--- config.mk ---
export PLATFORM = sky130hd
export DESIGN_NAME = imem_fetch_sequencer_flat
export DESIGN_NICKNAME = d
export VERILOG_FILES = /design/src/rtl/imem_fetch_sequencer_pkg.sv /design/src/rtl/imem_fetch_sequencer_if.sv /design/src/rtl/imem_fetch_sequencer_pc_reg.sv /design/src/rtl/imem_fetch_sequencer.sv /design/src/flat_wrapper.sv
export SDC_FILE = /design/constraint.sdc
export NUM_CORES = 1
export LEC_CHECK = 0
export CAP_MARGIN = 20
export CORE_UTILIZATION = 46
export CTS_CLUSTER_DIAMETER = 40
export DETAILED_ROUTE_END_ITERATION = 8
export PLACE_DENSITY = 0.87
export SLEW_MARGIN = 15
export SYNTH_ARGS = -nofsm -noshare
export SYNTH_HDL_FRONTEND = slang
export SYNTH_HIERARCHICAL = 1
export SYNTH_SLANG_ARGS = --single-unit
export TNS_END_PERCENT = 5
--- constraint.sdc ---
create_clock -name clk -period 5.1 [get_ports clk]
set_clock_uncertainty 0.2 [all_clocks]
set_input_delay 1.02 -clock clk [delete_from_list [all_inputs] [get_ports clk]]
set_output_delay 1.02 -clock clk [all_outputs]
set_load 0.02 [all_outputs]
--- src/rtl/imem_fetch_sequencer_pkg.sv ---
// Shared CPU constants: NOP encoding, sequencer state encoding and the
// opcode values decode also relies on.
package cpu_pkg;
   localparam logic [31:0] NOP_WORD = 32'b0;

   typedef enum logic {
      ST_LOAD = 1'b0,
      ST_RUN  = 1'b1
   } state_t;

   localparam logic [5:0] OP_ADDI = 6'b100000;
   localparam logic [5:0] OP_BEZ  = 6'b101000;
   localparam logic [5:0] OP_BNE  = 6'b101001;
   localparam logic [5:0] OP_JMP  = 6'b101010;
   localparam logic [5:0] OP_LD   = 6'b100100;
   localparam logic [5:0] OP_ST   = 6'b100101;
endpackage

--- src/rtl/imem_fetch_sequencer_if.sv ---
// Loader stream and instruction-memory bus between the fetch sequencer
// (master) and the loader/imem side (slave).
interface imem_fetch_sequencer_if #(
   parameter int N  = 32,
   parameter int AW = 7
);
   logic          ld_valid;
   logic [N-1:0]  ld_data;
   logic          ld_last;
   logic          ld_ready;
   logic          imem_we;
   logic [AW-1:0] imem_waddr;
   logic [N-1:0]  imem_wdata;
   logic [N-1:0]  imem_raddr;
   logic [N-1:0]  imem_rdata;

   modport master (
      input  ld_valid, ld_data, ld_last, imem_rdata,
      output ld_ready, imem_we, imem_waddr, imem_wdata, imem_raddr
   );

   modport slave (
      output ld_valid, ld_data, ld_last, imem_rdata,
      input  ld_ready, imem_we, imem_waddr, imem_wdata, imem_raddr
   );
endinterface

--- src/rtl/imem_fetch_sequencer_pc_reg.sv ---
// Program counter: synchronous clear, loads d when en is high, else holds.
module pc_reg #(
   parameter int N = 32
) (
   input  logic         clk,
   input  logic         rst,
   input  logic         en,
   input  logic [N-1:0] d,
   output logic [N-1:0] q
);
   always_ff @(posedge clk) begin
      if (rst)     q <= '0;
      else if (en) q <= d;
   end
endmodule

--- src/rtl/imem_fetch_sequencer.sv ---
// Instruction-memory sequencer: boot-loads imem from a word stream, then
// fetches into the IF/ID register with freeze, branch flush and reload.
module imem_fetch_sequencer
   import cpu_pkg::*;
#(
   parameter int N     = 32,
   parameter int DEPTH = 128,
   parameter int AW    = $clog2(DEPTH)
) (
   input  logic                  clk,
   input  logic                  rst,
   imem_fetch_sequencer_if.master bus,
   input  logic                  reload,
   input  logic                  freeze,
   input  logic                  branch_taken,
   input  logic [N-1:0]          branch_target,
   output logic [N-1:0]          if_instr,
   output logic [N-1:0]          if_pc,
   output logic                  if_valid,
   output logic                  running
);
   state_t        state_q, state_d;
   logic [AW-1:0] ld_ptr_q, ld_ptr_d;
   logic [N-1:0]  pc_q, pc_d;
   logic          pc_en;
   logic          ifid_en;
   logic [N-1:0]  ifi_d, ifpc_d;
   logic          ifv_d;
   logic [N-1:0]  pc_plus4;

   assign pc_plus4 = pc_q + N'(4);

   pc_reg #(.N(N)) u_pc (
      .clk (clk),
      .rst (rst),
      .en  (pc_en),
      .d   (pc_d),
      .q   (pc_q)
   );

   always_ff @(posedge clk) begin
      if (rst) begin
         state_q  <= ST_LOAD;
         ld_ptr_q <= '0;
         if_instr <= NOP_WORD;
         if_pc    <= '0;
         if_valid <= 1'b0;
      end else begin
         state_q  <= state_d;
         ld_ptr_q <= ld_ptr_d;
         if (ifid_en) begin
            if_instr <= ifi_d;
            if_pc    <= ifpc_d;
            if_valid <= ifv_d;
         end
      end
   end

   always_comb begin
      state_d      = state_q;
      ld_ptr_d     = ld_ptr_q;
      pc_d         = pc_q;
      pc_en        = 1'b0;
      ifid_en      = 1'b0;
      ifi_d        = NOP_WORD;
      ifpc_d       = '0;
      ifv_d        = 1'b0;
      bus.ld_ready = 1'b0;
      bus.imem_we  = 1'b0;
      case (state_q)
         ST_LOAD: begin
            // Not ready during the reset cycle so no word is half-accepted.
            bus.ld_ready = !rst;
            if (bus.ld_valid && !rst) begin
               bus.imem_we = 1'b1;
               ld_ptr_d    = ld_ptr_q + AW'(1);
               if (bus.ld_last || ld_ptr_q == AW'(DEPTH - 1)) begin
                  state_d  = ST_RUN;
                  ld_ptr_d = '0;
                  pc_d     = '0;
                  pc_en    = 1'b1;
               end
            end
         end
         ST_RUN: begin
            if (reload) begin
               state_d  = ST_LOAD;
               ld_ptr_d = '0;
               pc_d     = '0;
               pc_en    = 1'b1;
               ifid_en  = 1'b1;
            end else if (branch_taken) begin
               // Redirect wins over freeze: the branch is older than the stalled slot.
               pc_d    = {branch_target[N-1:2], 2'b00};
               pc_en   = 1'b1;
               ifid_en = 1'b1;
            end else if (!freeze) begin
               ifid_en = 1'b1;
               ifi_d   = bus.imem_rdata;
               ifpc_d  = pc_plus4;
               ifv_d   = 1'b1;
               pc_d    = pc_plus4;
               pc_en   = 1'b1;
            end
         end
         default: state_d = ST_LOAD;
      endcase
   end

   assign bus.imem_waddr = ld_ptr_q;
   assign bus.imem_wdata = bus.ld_data;
   assign bus.imem_raddr = pc_q;
   assign running        = (state_q == ST_RUN);
endmodule

--- src/flat_wrapper.sv ---
// flat-port wrapper written by rule: the top's interface ports become plain ports
module imem_fetch_sequencer_flat import cpu_pkg::*;
#(
   parameter int N     = 32,
   parameter int DEPTH = 128,
   parameter int AW    = $clog2(DEPTH)
)
  (clk, rst, reload, freeze, branch_taken, branch_target, if_instr, if_pc, if_valid, running, bus_ld_valid, bus_ld_data, bus_ld_last, bus_imem_rdata, bus_ld_ready, bus_imem_we, bus_imem_waddr, bus_imem_wdata, bus_imem_raddr);
  imem_fetch_sequencer_if #(.N(N), .AW(AW)) bus_i ();
  input  logic clk;
  input  logic rst;
  input  logic reload;
  input  logic freeze;
  input  logic branch_taken;
  input  logic [N-1:0] branch_target;
  output logic [N-1:0] if_instr;
  output logic [N-1:0] if_pc;
  output logic if_valid;
  output logic running;
  input wire logic [$bits(bus_i.ld_valid)-1:0] bus_ld_valid;
  input wire logic [$bits(bus_i.ld_data)-1:0] bus_ld_data;
  input wire logic [$bits(bus_i.ld_last)-1:0] bus_ld_last;
  input wire logic [$bits(bus_i.imem_rdata)-1:0] bus_imem_rdata;
  output wire logic [$bits(bus_i.ld_ready)-1:0] bus_ld_ready;
  output wire logic [$bits(bus_i.imem_we)-1:0] bus_imem_we;
  output wire logic [$bits(bus_i.imem_waddr)-1:0] bus_imem_waddr;
  output wire logic [$bits(bus_i.imem_wdata)-1:0] bus_imem_wdata;
  output wire logic [$bits(bus_i.imem_raddr)-1:0] bus_imem_raddr;
  assign bus_i.ld_valid = bus_ld_valid;
  assign bus_i.ld_data = bus_ld_data;
  assign bus_i.ld_last = bus_ld_last;
  assign bus_i.imem_rdata = bus_imem_rdata;
  assign bus_ld_ready = bus_i.ld_ready;
  assign bus_imem_we = bus_i.imem_we;
  assign bus_imem_waddr = bus_i.imem_waddr;
  assign bus_imem_wdata = bus_i.imem_wdata;
  assign bus_imem_raddr = bus_i.imem_raddr;
  imem_fetch_sequencer #(.N(N), .DEPTH(DEPTH), .AW(AW)) u_core (.clk(clk), .rst(rst), .bus(bus_i), .reload(reload), .freeze(freeze), .branch_taken(branch_taken), .branch_target(branch_target), .if_instr(if_instr), .if_pc(if_pc), .if_valid(if_valid), .running(running));
endmodule
==> results of run 1 <==
## cell families after synthesis
group	after synthesis	synth area share, %
AND/OR/NAND/NOR	240	21.0
buffers and inverters	90	9.22
adder cells (fa/ha/maj)	3	0.663
multiplexers	37	6.54
XOR/XNOR	33	5.11
flip-flops	105	37.1
AO/OA/AOI/OAI	162	20.4
## sequential cells by signal, indices dropped and copies added (netlist names)
register and cells:
u_core/running 1, u_core/if_valid 1, u_core/u_pc/q 32, u_core/bus.imem_waddr 7
u_core/if_pc 32, u_core/if_instr 32
## area by class of cell
cell class | count | area (um^2) | share of cell area [%]
Clock buffer | 11 | 243 | 3.20
Multi-Input combinational cell | 475 | 3060 | 40.3
Tap cell | 147 | 184 | 2.43
Sequential cell | 105 | 2100 | 27.7
Inverter | 11 | 41.3 | 0.545
Timing Repair Buffer | 189 | 1870 | 24.7
Clock inverter | 5 | 78.8 | 1.04
## power by group through the flow
stage | combinational, mW | clock (mW) | sequential [mW]
after floorplan | 0.117 | 0 | 0.851
after global routing | 0.183 | 0.798 | 0.830
after detailed placement | 0.168 | 0 | 0.849
after CTS | 0.169 | 0.768 | 0.830
final | 0.172 | 0.754 | 0.830
after global placement | 0.167 | 0 | 0.849
## per-stage QoR
step                total power, mW  utilization [%]  instances  worst slack, ns
floorplan                     0.969                -        670             2.11
global placement               1.02             60.2        926             1.29
detailed placement             1.02             60.2        926             1.26
CTS                            1.77             62.8        942             1.35
global route                   1.81             63.1        943             1.27
finish                         1.76             63.1        943             1.37
## cells in the mapped netlist (all sizes together) (4+ instances only)
cell	number
a21oi	16
and3	9
xor2	9
o21a	6
xnor2	24
dfxtp	105
buf	41
or4	6
clkbuf	38
a41oi	4
a22o	26
nor2	100
mux2i	37
o311ai	5
and4	4
a31oi	4
nand4	12
a22oi	47
nand3	22
nor4	11
o21ai	33
nor3	13
nand2	48
o211ai	4
inv	11
## routing by layer
metal  part of all wire, %  wire length [um]
met2                    48              8090
met4                   2.5               427
met3                   8.5              1420
met1                    41              6810
met5                     0                 0
## worst paths after layout
check / startpoint / slack [ns] / cells after the start / endpoint
min: u_core/if_pc[17] / 0.28 / 1 / u_core/if_pc[17]
max: bus_ld_valid / 1.37 / 4 / bus_imem_we
max reg2reg: u_core/bus.imem_waddr[0] / 1.86 / 8 / u_core/u_pc/q[10]
min reg2reg: u_core/if_pc[17] / 0.28 / 1 / u_core/if_pc[17]
## layout by cell type, fill, tap and decap left out, drive strengths merged, types with 4 or more instances in the layout
cell	count
buf	15
nand4	12
or4	6
nor4	11
and3	9
nor3	13
clkbuf	11
o21ai	33
dfxtp	105
a22oi	47
o21a	6
nor2	100
o211ai	4
and4	4
a31oi	4
o311ai	5
inv	11
a21oi	16
a22o	26
xor2	9
clkdlybuf4s50	174
a41oi	4
mux2i	37
xnor2	24
nand2	48
nand3	22
==> PnR_summary.wiki, run 1 <==
{| class="wikitable"
! Metric !! Value
|-
| Number of maximum-capacitance constraint violations || 0
|-
| Sinks on the clock net || 105
|-
| Iteration count of the initial detailed-routing pass || 5
|-
| Cell area after synthesis || 0.00566 mm^2
|-
| Synthesized Nets || 776
|-
| Drt first-iter violations || 420
|-
| Cts-stage hold buffer count || 0
|-
| Setup-violating endpoint count in the final report || 0
|-
| Final hold slack || 0.279 ns
|-
| Post-Syn Area per Cell || 8.45 um^2
|-
| Number of global-route vias before repair || 5,244
|-
| Number of placement rows || 40
|-
| Fillers || 1,015
|-
| Cell occurring most often along the worst timing path || sky130_fd_sc_hd__clkdlybuf4s50_1
|-
| Seq/Total Area, Yosys || 37.1%
|-
| Run status || finished, final reports clean
|-
| Slowest stage cell, crit path || sky130_fd_sc_hd__clkdlybuf4s50_1
|-
| Post-CTS setup repair buffer count || 0
|-
| Cells after Synth || 670
|-
| Worst IR drop on VDD || 0.224 mV
|-
| Ant diodes || 0
|-
| Placement-stage cell area || 0.00723 mm^2
|-
| Cells traversed along the worst timing path || clkdlybuf4s50_1, nand2b_1, nor2_1, clkdlybuf4s50_1
|-
| Pins Over Slew Limit || 0
|-
| Number of buffers created by CTS || 9
|-
| Dominant register cell in the synthesized netlist || sky130_fd_sc_hd__dfxtp_1
|-
| Leading post-synthesis cells by cell area || sky130_fd_sc_hd__dfxtp_1, sky130_fd_sc_hd__nor2_1, sky130_fd_sc_hd__mux2i_1, sky130_fd_sc_hd__a22oi_1, sky130_fd_sc_hd__buf_4
|-
| Top-level port count || 242
|-
| Number of vias per cell after detailed routing || 5.86
|-
| Number of enable flip-flop cells after synthesis || 0
|-
| Clock-pin slew reported for the worst setup and hold paths after clock tree synthesis || 0.07 ns
|-
| Worst-Margin Slew || 0.918 ns
|-
| Number of input and output port buffers inserted || 175
|-
| Classification of the worst setup path || in2out
|-
| Cell area after layout || 0.00758 mm^2
|-
| Fin crit share || 73.1%
|-
| Worst path top cell family by delay || buffers and inverters
|-
| Global route overflow || 0
|-
| Worst path arrival time || 2.51 ns
|-
| H-tree levels || 3
|-
| Area of the placeable core || 0.0120 mm^2
|-
| Final setup TNS || 0 ns
|-
| Initial standard-cell utilization of the core || 47.1%
|-
| DRC || 0
|-
| Headroom to the max-slew limit || 38.8%
|-
| Die extent in y || 113 um
|-
| RSZ-0062 raised after global routing || false
|-
| Class of the most critical hold timing path || reg2reg
|-
| CTS tree || built
|-
| Power per standard cell area || 232 mW/mm^2
|-
| Maximum frequency from static timing analysis || 268 MHz
|-
| Post-CTS Resized || 0
|-
| GPL Wtd Cong || 0.861
|-
| Met3 track demand over resource || 6.86%
|-
| Antenna violation net count after detailed routing || 0
|-
| Sequential cell fraction of total power || 47.2%
|-
| Fin. Hold Viols || 0
|-
| Met1 track demand over resource in global routing || 30.7%
|-
| Kind of launch point of the worst setup path || input port
|-
| Global Route Usage Sum || 26.3%
|-
| Post-layout net count || 897
|-
| Synthesized flop and latch total || 105
|-
| Net switching share of the total power || 23.2%
|-
| Ratio of cells with drive above 1 in the final layout || 5.28%
|-
| DPL Wire Length || 11,400 um
|-
| Source-to-sink clock delay at the later pin of the worst-skew pair || 0.36 ns
|-
| Switching Power || 407 uW
|-
| Syn-to-layout area delta || 33.8%
|-
| YS warnings || 6
|-
| Share of power burned in the clock network || 42.9%
|-
| Most congested layer reported by global routing || met2
|-
| Post-synth cell types || 58
|-
| Power Internal || 1.35 mW
|-
| Crit-path max cell delay || 0.65 ns
|-
| Crit. End Element || output port
|-
| Critical path fanouts, max || 5
|-
| Routed via count || 5,525
|-
| Share of power burned in combinational logic || 9.8%
|-
| Share of the synthesized area in the top cell type || 37.1%
|-
| Die Outline Area || 0.0128 mm^2
|-
| Largest area contributor in the netlist || sky130_fd_sc_hd__dfxtp_1
|-
| Max Buffers Root-to-Sink || 2
|-
| Wire per inst || 17.8 um
|-
| Clock period minus final worst setup slack || 3.73 ns
|-
| Buffer type at the clock tree root || sky130_fd_sc_hd__clkbuf_16
|-
| Die X || 113 um
|-
| Initial antenna violation count || 0
|-
| Met2 Use GR || 45.7%
|-
| First-pass GRT wire length || 26,600 um
|-
| Largest net degree at the start of global routing || 85
|-
| Drt total wl || 16,800 um
|-
| Buffers plus inverters on the worst setup path || 2
|-
| Post-synthesis async set-or-reset flop share || 0%
|-
| Static Leakage || 2.67 nW
|-
| Required time at the endpoint of the critical path || 3.88 ns
|}
(Power assumes the default switching activity.)
==> run 2: changes to the inputs <==
--- a/config.mk
+++ b/config.mk
@@ -6,10 +6,10 @@
 export NUM_CORES = 1
 export LEC_CHECK = 0
 export CAP_MARGIN = 20
-export CORE_UTILIZATION = 46
+export CORE_UTILIZATION = 43
 export CTS_CLUSTER_DIAMETER = 40
 export DETAILED_ROUTE_END_ITERATION = 8
-export PLACE_DENSITY = 0.87
+export PLACE_DENSITY = 0.82
 export SLEW_MARGIN = 15
 export SYNTH_ARGS = -nofsm -noshare
 export SYNTH_HDL_FRONTEND = slang
==> constraint.sdc (replaced) <==
create_clock -name clk -period 3.8 [get_ports clk]
set_clock_uncertainty 0.2 [all_clocks]
set_input_delay 0.76 -clock clk [delete_from_list [all_inputs] [get_ports clk]]
set_output_delay 0.76 -clock clk [all_outputs]
set_load 0.02 [all_outputs]
==> run 2 against run 1 <==
First-iteration DRC count is 19% higher. Utilization shrank 3.2 points. Design area grew 0.46%. Non-clock buffer count is 5 higher. Global-route usage down 0.89 points. Total power is 33% higher. Wire length increased by 2.3%.
==> PnR_summary.wiki, run 2 (synthesis gave the netlist of run 1 again) <==
{| class="wikitable"
! Metric !! Value
|-
| Setup-violating endpoint count in the final report || 0
|-
| Top-level port count || 242
|-
| Cells traversed along the worst timing path || clkdlybuf4s50_1, nand2b_1, nor2_1, clkdlybuf4s50_1
|-
| Final hold slack || 0.279 ns
|-
| RSZ-0062 raised after global routing || false
|-
| Initial antenna violation count || 0
|-
| Antenna violation net count after detailed routing || 0
|-
| Clock period minus final worst setup slack || 3.23 ns
|-
| Number of vias per cell after detailed routing || 5.78
|-
| Number of input and output port buffers inserted || 175
|-
| Worst IR drop on VDD || 0.232 mV
|-
| Global Route Usage Sum || 25.4%
|-
| Kind of launch point of the worst setup path || input port
|-
| Drt first-iter violations || 500
|-
| CTS tree || built
|-
| Post-layout net count || 902
|-
| Critical path fanouts, max || 5
|-
| Largest net degree at the start of global routing || 50
|-
| Iteration count of the initial detailed-routing pass || 5
|-
| GPL Wtd Cong || 0.876
|-
| Area used by sequential logic in the layout || 0.00210 mm^2
|-
| Slowest stage cell, crit path || sky130_fd_sc_hd__clkdlybuf4s50_1
|-
| Worst path top cell family by delay || buffers and inverters
|-
| Classification of the worst setup path || in2out
|-
| Wire per inst || 17.6 um
|-
| Registers with the highest flip-flop counts || u_core/if_instr: 32 flops, u_core/if_pc: 32 flops, u_core/u_pc/q: 32 flops
|-
| Cell area after layout || 0.00761 mm^2
|-
| Non-filler cells, final || 973
|-
| Run status || finished, final reports clean
|-
| Initial standard-cell utilization of the core || 44.5%
|-
| Routed via count || 5,622
|-
| H-tree levels || 3
|-
| Global route overflow || 0
|-
| Clock-pin slew reported for the worst setup and hold paths after clock tree synthesis || 0.07 ns
|-
| Die X || 117 um
|-
| Fillers || 1,191
|-
| Headroom to the max-slew limit || 44.3%
|-
| Syn-to-layout area delta || 34.5%
|-
| Crit. End Element || output port
|-
| Die extent in y || 117 um
|-
| Cts-stage hold buffer count || 0
|-
| Drt total wl || 17,100 um
|-
| Die Outline Area || 0.0136 mm^2
|-
| Number of buffers created by CTS || 9
|-
| Highest-count cells in the layout ignoring fill and taps || sky130_fd_sc_hd__clkdlybuf4s50_1, sky130_fd_sc_hd__dfxtp_1, sky130_fd_sc_hd__nor2_1
|-
| Number of global-route vias before repair || 5,111
|-
| Crit-path max cell delay || 0.66 ns
|-
| Static Leakage || 2.68 nW
|-
| Placement-stage cell area || 0.00730 mm^2
|-
| Most common library cell in the layout ignoring fill and taps || sky130_fd_sc_hd__clkdlybuf4s50_1
|-
| Source-to-sink clock delay at the later pin of the worst-skew pair || 0.36 ns
|-
| Pins Over Slew Limit || 0
|-
| DP Cell Count || 957
|-
| Worst path arrival time || 2.27 ns
|-
| Buffer type at the clock tree root || sky130_fd_sc_hd__clkbuf_16
|-
| Final setup TNS || 0 ns
|-
| Cell occurring most often along the worst timing path || sky130_fd_sc_hd__clkdlybuf4s50_1
|-
| Power per standard cell area || 307 mW/mm^2
|-
| DPL Wire Length || 12,000 um
|-
| Fin crit share || 85.1%
|-
| Post-CTS setup repair buffer count || 0
|-
| Maximum frequency from static timing analysis || 309 MHz
|-
| Worst-Margin Slew || 0.832 ns
|-
| Area of the placeable core || 0.0127 mm^2
|-
| Number of maximum-capacitance constraint violations || 0
|-
| First-pass GRT wire length || 26,500 um
|-
| DRC || 0
|-
| Number of placement rows || 41
|-
| Sinks on the clock net || 105
|-
| Max Buffers Root-to-Sink || 2
|-
| Fin. Hold Viols || 0
|-
| Buffers plus inverters on the worst setup path || 2
|-
| Class of the most critical hold timing path || reg2reg
|-
| Post-CTS Resized || 0
|-
| Ant diodes || 0
|-
| Required time at the endpoint of the critical path || 2.84 ns
|-
| Footprint of the multi-input gates || 0.00305 mm^2
|-
| Ratio of cells with drive above 1 in the final layout || 5.99%
|}
## run 2: power breakdown
group | switching, mW | internal [mW] | leakage [nW]
clock | 0.437 | 0.551 | 0.153
combinational | 0.120 | 0.111 | 1.68
sequential | 0.00863 | 1.10 | 0.846
total | 0.566 | 1.77 | 2.68
## run 2: area by class of cell
class / count / area share, %
Clock buffer: 11 / 3.32
Clock inverter: 5 / 0.789
Inverter: 11 / 0.542
Multi-Input combinational cell: 475 / 40.1
Sequential cell: 105 / 27.6
Tap cell: 172 / 2.83
Timing Repair Buffer: 194 / 24.8
## run 2: through the flow
step | utilization (%) | power (mW) | setup slack (ns)
3_3_place_gp | 57.4 | 1.37 | 0.555
2_1_floorplan | - | 1.30 | 1.13
5_1_grt | 59.8 | 2.41 | 0.479
4_1_cts | 59.8 | 2.35 | 0.567
3_5_place_dp | 57.4 | 1.37 | 0.558
6_report | 59.8 | 2.33 | 0.566
## run 2: worst reg2reg max path, delay by kind of cell (launching register included)
family,cells,cell delay (ns)
mux,2,0.28
simple gates,4,1.47
compound gates,1,0.28
flops,1,0.56
## run 2: path summary, 6_finish.rpt
kind	start	to	slack, ns	cells past startpoint
worst min-delay path	u_core/if_pc[17]	u_core/if_pc[17]	0.28	1
worst max register to register	u_core/u_pc/q[12]	u_core/u_pc/q[31]	0.88	7
worst min register to register	u_core/if_pc[17]	u_core/if_pc[17]	0.28	1
worst max-delay path	bus_ld_valid	bus_imem_we	0.57	4
## run 2: metal layers
layer	routed length (um)	vias up	global-route usage, %
met5	0	-	0
li1	-	2656	-
met1	6950	2634	31.4
met2	7920	296	40.6
met3	1750	36	7.32
met4	511	0	12.1
